[src/rtl/hs_slice_pkg.sv]
// Shared definitions for the handshake register slice: the per-stage state
// encoding and the helpers that size and fill the occupancy counter.
package hs_slice_pkg;

    // A stage holds zero, one (main) or two (main + skid) words.
    typedef enum logic [1:0] {
        ST_EMPTY = 2'd0,
        ST_ONE   = 2'd1,
        ST_TWO   = 2'd2
    } stage_state_e;

    // Bits needed to count 0..2*stages words; never narrower than one bit.
    function automatic int level_width(input int stages);
        int w;
        w = $clog2(2 * stages + 1);
        if (w < 1) begin
            w = 1;
        end
        return w;
    endfunction

    // Number of words a stage holds in a given state.
    function automatic logic [1:0] state_entries(input stage_state_e st);
        case (st)
            ST_ONE:  return 2'd1;
            ST_TWO:  return 2'd2;
            default: return 2'd0;
        endcase
    endfunction

endpackage

[src/rtl/hs_slice_stage.sv]
// One two-entry skid buffer. The main register drives the output; the skid
// register catches the word that arrives while the output is stalled, so the
// upstream ready can be a flop instead of a combinational copy of m_ready.
module hs_slice_stage
    import hs_slice_pkg::*;
#(
    parameter int WIDTH = 32
) (
    input  logic             clk_i,
    input  logic             rst_ni,
    input  logic             s_valid,
    output logic             s_ready,
    input  logic [WIDTH-1:0] s_data,
    output logic             m_valid,
    input  logic             m_ready,
    output logic [WIDTH-1:0] m_data,
    output logic [1:0]       entries_nx
);

    stage_state_e     state_q;
    stage_state_e     state_d;
    logic             ready_q;
    logic [WIDTH-1:0] main_q;
    logic [WIDTH-1:0] skid_q;

    logic in_xfer;
    logic out_xfer;
    logic load_main;
    logic load_skid;
    logic skid_to_main;

    assign in_xfer    = s_valid & ready_q;
    assign out_xfer   = m_valid & m_ready;
    assign s_ready    = ready_q;
    assign m_data     = main_q;
    assign entries_nx = state_entries(state_d);

    // State and registered ready; ready is low in reset and only rises on
    // the first edge after release, and otherwise tracks "not full next".
    always_ff @(posedge clk_i or negedge rst_ni) begin
        if (!rst_ni) begin
            state_q <= ST_EMPTY;
            ready_q <= 1'b0;
        end else begin
            state_q <= state_d;
            ready_q <= (state_d != ST_TWO);
        end
    end

    // Next state from which of the two ports transfer this cycle.
    always_comb begin
        state_d = state_q;
        case (state_q)
            ST_EMPTY: begin
                if (in_xfer) begin
                    state_d = ST_ONE;
                end
            end
            ST_ONE: begin
                if (in_xfer && !out_xfer) begin
                    state_d = ST_TWO;
                end else if (!in_xfer && out_xfer) begin
                    state_d = ST_EMPTY;
                end
            end
            ST_TWO: begin
                if (out_xfer) begin
                    state_d = ST_ONE;
                end
            end
            default: state_d = ST_EMPTY;
        endcase
    end

    // Output valid and the datapath load enables decoded from the state.
    always_comb begin
        m_valid      = (state_q != ST_EMPTY);
        load_main    = 1'b0;
        load_skid    = 1'b0;
        skid_to_main = 1'b0;
        case (state_q)
            ST_EMPTY: begin
                load_main = in_xfer;
            end
            ST_ONE: begin
                load_main = in_xfer & out_xfer;
                load_skid = in_xfer & ~out_xfer;
            end
            ST_TWO: begin
                skid_to_main = out_xfer;
            end
            default: begin
                load_main = 1'b0;
            end
        endcase
    end

    // Payload registers; cleared in reset so nothing stale can reappear.
    always_ff @(posedge clk_i or negedge rst_ni) begin
        if (!rst_ni) begin
            main_q <= '0;
            skid_q <= '0;
        end else begin
            if (load_main) begin
                main_q <= s_data;
            end else if (skid_to_main) begin
                main_q <= skid_q;
            end
            if (load_skid) begin
                skid_q <= s_data;
            end
        end
    end

endmodule

[src/rtl/hs_reg_slice.sv]
// Valid/ready register slice built from a chain of skid-buffer stages.
// STAGE=0 degenerates to wires; otherwise every stage breaks both the
// forward (valid/data) and the backward (ready) timing path.
module hs_reg_slice
    import hs_slice_pkg::*;
#(
    parameter  int WIDTH = 32,
    parameter  int STAGE = 1,
    localparam int LW    = level_width(STAGE)
) (
    input  logic             clk_i,
    input  logic             rst_ni,
    input  logic             s_valid,
    output logic             s_ready,
    input  logic [WIDTH-1:0] s_data,
    output logic             m_valid,
    input  logic             m_ready,
    output logic [WIDTH-1:0] m_data,
    output logic [LW-1:0]    level
);

    if (STAGE == 0) begin : g_bypass

        assign m_valid = s_valid;
        assign m_data  = s_data;
        assign s_ready = m_ready;
        assign level   = '0;

    end else begin : g_chain

        logic             vld [0:STAGE];
        logic             rdy [0:STAGE];
        logic [WIDTH-1:0] dat [0:STAGE];
        logic [1:0]       entries_nx [0:STAGE-1];
        logic [LW-1:0]    level_d;
        logic [LW-1:0]    level_q;

        assign vld[0]     = s_valid;
        assign dat[0]     = s_data;
        assign s_ready    = rdy[0];
        assign m_valid    = vld[STAGE];
        assign m_data     = dat[STAGE];
        assign rdy[STAGE] = m_ready;
        assign level      = level_q;

        for (genvar k = 0; k < STAGE; k++) begin : g_stage
            hs_slice_stage #(
                .WIDTH (WIDTH)
            ) u_stage (
                .clk_i      (clk_i),
                .rst_ni     (rst_ni),
                .s_valid    (vld[k]),
                .s_ready    (rdy[k]),
                .s_data     (dat[k]),
                .m_valid    (vld[k+1]),
                .m_ready    (rdy[k+1]),
                .m_data     (dat[k+1]),
                .entries_nx (entries_nx[k])
            );
        end

        // Sum of every stage's occupancy after this edge; bounded by 2*STAGE.
        always_comb begin
            level_d = '0;
            for (int k = 0; k < STAGE; k++) begin
                level_d = level_d + LW'(entries_nx[k]);
            end
        end

        // Registered occupancy so level lines up with the stage states.
        always_ff @(posedge clk_i or negedge rst_ni) begin
            if (!rst_ni) begin
                level_q <= '0;
            end else begin
                level_q <= level_d;
            end
        end

    end

endmodule
[config.mk]
export PLATFORM = sky130hd
export DESIGN_NAME = hs_reg_slice
export DESIGN_NICKNAME = d
export VERILOG_FILES = /design/src/rtl/hs_slice_pkg.sv /design/src/rtl/hs_slice_stage.sv /design/src/rtl/hs_reg_slice.sv
export SDC_FILE = /design/constraint.sdc
export NUM_CORES = 1
export LEC_CHECK = 0
export CORE_ASPECT_RATIO = 1.5
export CORE_MARGIN = 3
export CORE_UTILIZATION = 45
export CTS_BUF_LIST = sky130_fd_sc_hd__clkbuf_4 sky130_fd_sc_hd__clkbuf_8
export DETAILED_ROUTE_END_ITERATION = 10
export GPL_ROUTABILITY_DRIVEN = 1
export PLACE_DENSITY = 0.73
export SLEW_MARGIN = 0
export SYNTH_ARGS = -nofsm -noshare
export SYNTH_HDL_FRONTEND = slang
export SYNTH_SLANG_ARGS = --single-unit
[constraint.sdc]
create_clock -name clk_i -period 1.87 [get_ports clk_i]
set_input_delay 0.4675 -clock clk_i [delete_from_list [all_inputs] [get_ports clk_i]]
set_output_delay 0.4675 -clock clk_i [all_outputs]
set_load 0.01 [all_outputs]
# [After elaboration in Yosys (flattened, before gate mapping)]
# Cells that the tools add are included.
[totals] reg_bits=69 latch_bits=0 ram_bits=0 mem_bits_ro=0 inputBits=36 output_inout_bits=36 elab_cells=33 mem_count=0
[op_classes] n_addsub=0 multipliers=0 div=0 order_cmp=0 n_eq_ne=5 shifts=0 mux=11 bitwise=5 reduce_logical=7
[ops] cell="$mux W32" count=2
[ops] cell="$mux W2" count=4
[ops] cell="$pmux W2 S3" count=1
[ops] cell="$and A1 B1 Y1" count=4
[ops] cell="$eq A2 B1 Y1 const B" count=2
[ops] cell="$eq A2 B2 Y1 const B" count=2
[ops] cell="$pmux W2 S2" count=1
[ops] cell="$reduce_bool A2 Y1" count=2
[ops] cell="$logic_and A1 B1 Y1" count=2
[ops] cell="$logic_not A1 Y1" count=2
[ops] cell="$logic_not A2 Y1" count=1
[ops] cell="$mux W1" count=2
[ops] cell="$ne A2 B2 Y1 const B" count=1
[ops] cell="$pmux W1 S2" count=1
[ops] cell="$not A1 Y1" count=1

# [Depth between registers and ports, before layout]
[logic_depth] word_depth=8 ltp_mapped=5 ltp_nobuf=3

# [By module]
# A second synthesis with hierarchy kept.
[unflattened] hier_cells=191 area_unflattened_um2=3160.5
[by_module_without_submodules] module="hs_slice_stage" instances=1 cells_per_inst=189 area_each_um2=3110.5 seq_area_each_um2=1676.6
[by_module_without_submodules] module="hs_reg_slice" instances=1 cells_per_inst=2 area_each_um2=50.0 seq_area_each_um2=50.0

# [Worst setup path before layout]
# OpenSTA, ideal clock, no wires.
[synth_path] path_type="input port to flip-flop" from="input port s_valid" to="register g_chain.g_stage[0].u_stage.main_q[10]" setup_time_ns=0.125 arrival_ns=1.524 t_required_ns=1.745 setup_slack_ns=0.221 cell_stages=5 path_buffers=2 cell_sequence="nand2_1 or3_1 buf_6 buf_12 mux2_4"
[synth_via] elab_chain_len=4 word_cells_on_any_way=5 cone_classes="mux: 2; bitwise: 2; reduce/logical: 1"
[synth_lines] item="start: declaration" line="hs_reg_slice.sv:13" text="input logic s_valid,"
[synth_lines] item="$and A1 B1 Y1 (*)" line="hs_slice_stage.sv:32" text="assign in_xfer = s_valid & ready_q;"
[synth_lines] item="$and A1 B1 Y1" line="hs_slice_stage.sv:86" text="load_main = in_xfer & out_xfer;"
[synth_lines] item="$pmux W1 S2 (*)" line="hs_slice_stage.sv:81" text="case (state_q)"
[synth_lines] item="$mux W32 / $reduce_bool A2 Y1 (equally long branches)"
[synth_lines] item="end signal: assignment" line="hs_slice_stage.sv:105" text="main_q <= s_data;"
[synth_lines] item="end signal: assignment" line="hs_slice_stage.sv:107" text="main_q <= skid_q;"
[synth_lines] item="end: declaration" line="hs_slice_stage.sv:23" text="logic [WIDTH-1:0] main_q;"
# Mark *: on every way between the ends. The rest lies on a longest branch, timed or not.
# A chain may end at the register's enable or synchronous reset.

# [Final worst setup path]
[layout_path] from="input port m_ready" to="register g_chain.g_stage[0].u_stage.main_q[17]"
[layout_via] elab_chain_len=4 word_cells_on_any_way=6 cone_classes="mux: 3; bitwise: 2; reduce/logical: 1"
[layout_lines] item="start: declaration" line="hs_reg_slice.sv:17" text="input logic m_ready,"
[layout_lines] item="$and A1 B1 Y1 (*)" line="hs_slice_stage.sv:33" text="assign out_xfer = m_valid & m_ready;"
[layout_lines] item="$and A1 B1 Y1" line="hs_slice_stage.sv:86"
[layout_lines] item="$pmux W1 S2" line="hs_slice_stage.sv:81"
[layout_lines] item="$mux W32 / $reduce_bool A2 Y1 (equally long branches)"
# Marks and branches as above.

==> results summary <==
Counting every instance in the synthesized netlist gives 191. The deepest level of the CTS H-tree is 3. For this design, the sink count on the clock tree is 69.

STA classifies the critical path startpoint as an input pin. The data required time of the worst path came out at 2.09 ns. The number of global-route vias before repair is 2,048. In this run the horizontal extent of the chip is 74.43 um. The proportion of synthesized flip-flops having asynchronous set or reset came out at 1.000.

In this run, CTS created clock tree buffers numbering 9. Counting flops and latches in the post-synthesis netlist gives 69. At the pin with the least slew margin, the transition time is 0.3871 ns. Dividing the synthesized area by the synthesized cell count gives 16.55 um^2. The number of antenna violations at the first check in global routing came out at 0. The number of pins with negative max-slew slack in the final report is 0. The endpoint class of the critical path is a flip-flop. For this run, design rule violations remaining after detail routing come to 0.

Setup repair after global routing left no endpoint under its margin. The die boundary height came out at 108.6 um. The synthesized netlist net count came out at 227.

The max-capacitance violation count is 0. The synthesis-to-finish area growth came out at 33.29%. The number of buffers added to fix hold violations after cts is 0. The core area is 6666 um^2. The count of nets left with antenna violations once routing finished came out at 0. The net switching power is 0.001818 W. The design internal power is 0.004921 W. In this run the tool buffered the top-level ports with 71 buffer cells. The final global-route overflow total is 0. The initial detailed-routing violation count came out at 105. Detailed placement finished with a half-perimeter wire length of 4.164 mm. The clock edge transition at the registers on the reported setup and hold paths came out at 0.07 ns.

The final setup violation count came out at 0. The combinational share of power is 0.437. Of the total power, the share spent switching nets is 0.2698. The number of placed instances with taps included is 340. The maximum ir drop on the vdd rail came out at 0.0008536 V. TritonCTS built the clock tree. By count the netlist is led by dfrtp_1 (69), mux2_2 (64), mux2_4 (30), buf_6 (4). The mean number of vias per cell came out at 5.106. The most used flip-flop cell after synthesis is dfrtp_1. The number of vias in the routed layout is 1,828. The cell area that synthesis handed to floorplanning was 3161 um^2. The tree is rooted in a clkbuf_8. The top-level port count came out at 72. The accumulated negative setup slack is 0 ns. Yosys attributes the largest share of cell area to dfrtp_1 (55%), mux2_2 (23%), mux2_4 (14%), buf_12 (1.9%), buf_6 (1.4%). The share of power burned in registers came out at 0.386.

The count of nets after finishing came out at 313. The share of synthesized area in the top cell type comes to 0.5463. The floorplan row count came out at 36.

No sink is reached through more buffers than the 2 on the longest clock path. The number of warning messages in the yosys log is 0. By instance count, the leading cell after synthesis is dfrtp_1. The initial utilization of the core area, before any placement, comes to 0.4741. The insertion delay of the later-clocked pin in the worst-skew pair is 0.34 ns.

In this run, distinct cell masters in the synthesized netlist total 19. The maximum clock rate is 0.5416 GHz. The synthesized design contains 0 enable-type register cells. The last weighted congestion value of the routability-driven placer is 0.6681. The leakage power total is 1.881 nW. The run finished with clean final reports. The count of inserted antenna diode cells is 0. The worst hold path belongs to the class input pin to async pin. The headroom to the max-slew limit is 0.7419.

The first detailed-routing pass ran for 4 iterations. The average routed wire per standard cell came out at 16.44 um. The time the worst path needs with I/O delays and setup is 1.846 ns. The share of cells above drive strength 1 came out at 0.4716.

The final hold violation count came out at 0. The first-pass GRT wire length came out at 9.756 mm. After the flow finishes, the layout carries non-filler instances totaling 358. The setup path with the least slack is of type input pin to flip-flop.

The post-route fraction of the period consumed by the critical path came out at 0.9874. The post-synthesis sequential area ratio came out at 0.5463. The power density of the placed cells is 1600 nW/um^2. Counting the fill cells in the layout gives 519. The total routing resource utilization after global routing came out at 0.1630. The final design utilization came out at 0.6319. The biggest area contributor in the post-synthesis netlist is dfrtp_1.

The final routed wirelength across all metal layers is 5.884 mm. The floorplan step defined a die boundary enclosing 8086 um^2. The clock network power share came out at 0.177.

Along the worst path, the maximum fanout reaches 8. The maximum number of pins on one net before global-route repair is 30. On the final layout, the worst clock skew is 0.004815 ns. At the worst endpoint, the arrival time is 2.07 ns.
final timing paths:
path                                                            start                                    end  slack, ns  cells past startpoint
worst max-delay path                                          m_ready  g_chain.g_stage[0].u_stage.m_data[17]       0.02                      5
worst min-delay path                                           rst_ni   g_chain.g_stage[0].u_stage.skid_q[5]       0.05                      1
worst max register to register  g_chain.g_stage[0].u_stage.state_q[1]  g_chain.g_stage[0].u_stage.m_data[17]       0.15                      6
worst min register to register   g_chain.g_stage[0].u_stage.skid_q[4]   g_chain.g_stage[0].u_stage.skid_q[4]       0.48                      1
max in group asynchronous                                      rst_ni  g_chain.g_stage[0].u_stage.skid_q[22]       1.29                      2
min in group clk_i               g_chain.g_stage[0].u_stage.skid_q[4]   g_chain.g_stage[0].u_stage.skid_q[4]       0.48                      1
flip-flops by register name, summed over array words and instances, names as in the netlist:
signal	count
g_chain.g_stage.u_stage.m_data	32
g_chain.g_stage.u_stage.s_ready	1
g_chain.g_stage.u_stage.state_q	2
level	2
g_chain.g_stage.u_stage.skid_q	32
logic make-up after synthesis:
| group | synth area share |
|---|---|
| simple gates | 0.02613 |
| compound gates | 0.006334 |
| flops | 0.5463 |
| mux | 0.3808 |
| buf+inv | 0.04038 |
power by group through the flow:
stage | Sequential (W) | Clock, W | Combinational, W
3_5_place_dp | 0.00265 | 0 | 0.00296
2_1_floorplan | 0.00274 | 0 | 0.00171
3_3_place_gp | 0.00263 | 0 | 0.00289
6_report | 0.00260 | 0.00119 | 0.00294
4_1_cts | 0.00262 | 0.00123 | 0.00298
5_1_grt | 0.00270 | 0.00130 | 0.00317
metrics by stage:
step / hold WS [ns] / setup slack [ns] / total power [W] / instance area (um^2)
3_5_place_dp: 0.4266 / -0.3417 / 0.005612 / 3998
6_report: 0.05254 / 0.02350 / 0.006739 / 4213
4_1_cts: 0.05158 / 0.02455 / 0.006827 / 4205
3_3_place_gp: 0.4222 / -0.2931 / 0.005515 / 3998
2_1_floorplan: 0.1719 / 0.2212 / 0.004443 / 3161
5_1_grt: 0.06610 / 0.0001350 / 0.007173 / 4213
worst max-delay path, stage by stage:
cell and delay [ns]:
clkdlybuf4s50_1 0.53, nor2b_2 0.07, or3_2 0.47, buf_4 0.22, mux2_4 0.31
area by class of cell:
| cell class | count | area, um^2 | share of cell area |
|---|---|---|---|
| tap | 76 | 95.09 | 0.02257 |
| multi-input combinational | 111 | 1308 | 0.3104 |
| clock buffer | 16 | 201.4 | 0.04782 |
| timing repair buffer | 86 | 882.1 | 0.2094 |
| sequential | 69 | 1727 | 0.4099 |
metal layers:
metal	up-vias	GRT usage	wire [um]
met5	-	0	0
met4	0	0.07252	91
met3	6	0.04428	250
met2	41	0.2836	3199
met1	929	0.1819	2343
li1	852	-	-
layout by cell type, fill, tap and decap left out, types with 2 or more instances in the layout:
cell type and count:
buf_12 5, or2_2 3, mux2_4 30, o22ai_1 2
buf_4 11, clkbuf_8 13, clkdlybuf4s50_1 69, clkbuf_4 3
mux2_1 2, mux2_2 64, dfrtp_1 69, nand2_1 2
what timing repair did:
| item | 4_1_cts | 5_1_grt |
|---|---|---|
| setup buffers | 1 | 1 |
| resized for setup | 1 | 0 |
| endpoints found under the setup margin | 1 | 1 |
| cloned | 0 | 0 |
Power figures use the tool's default switching activity.
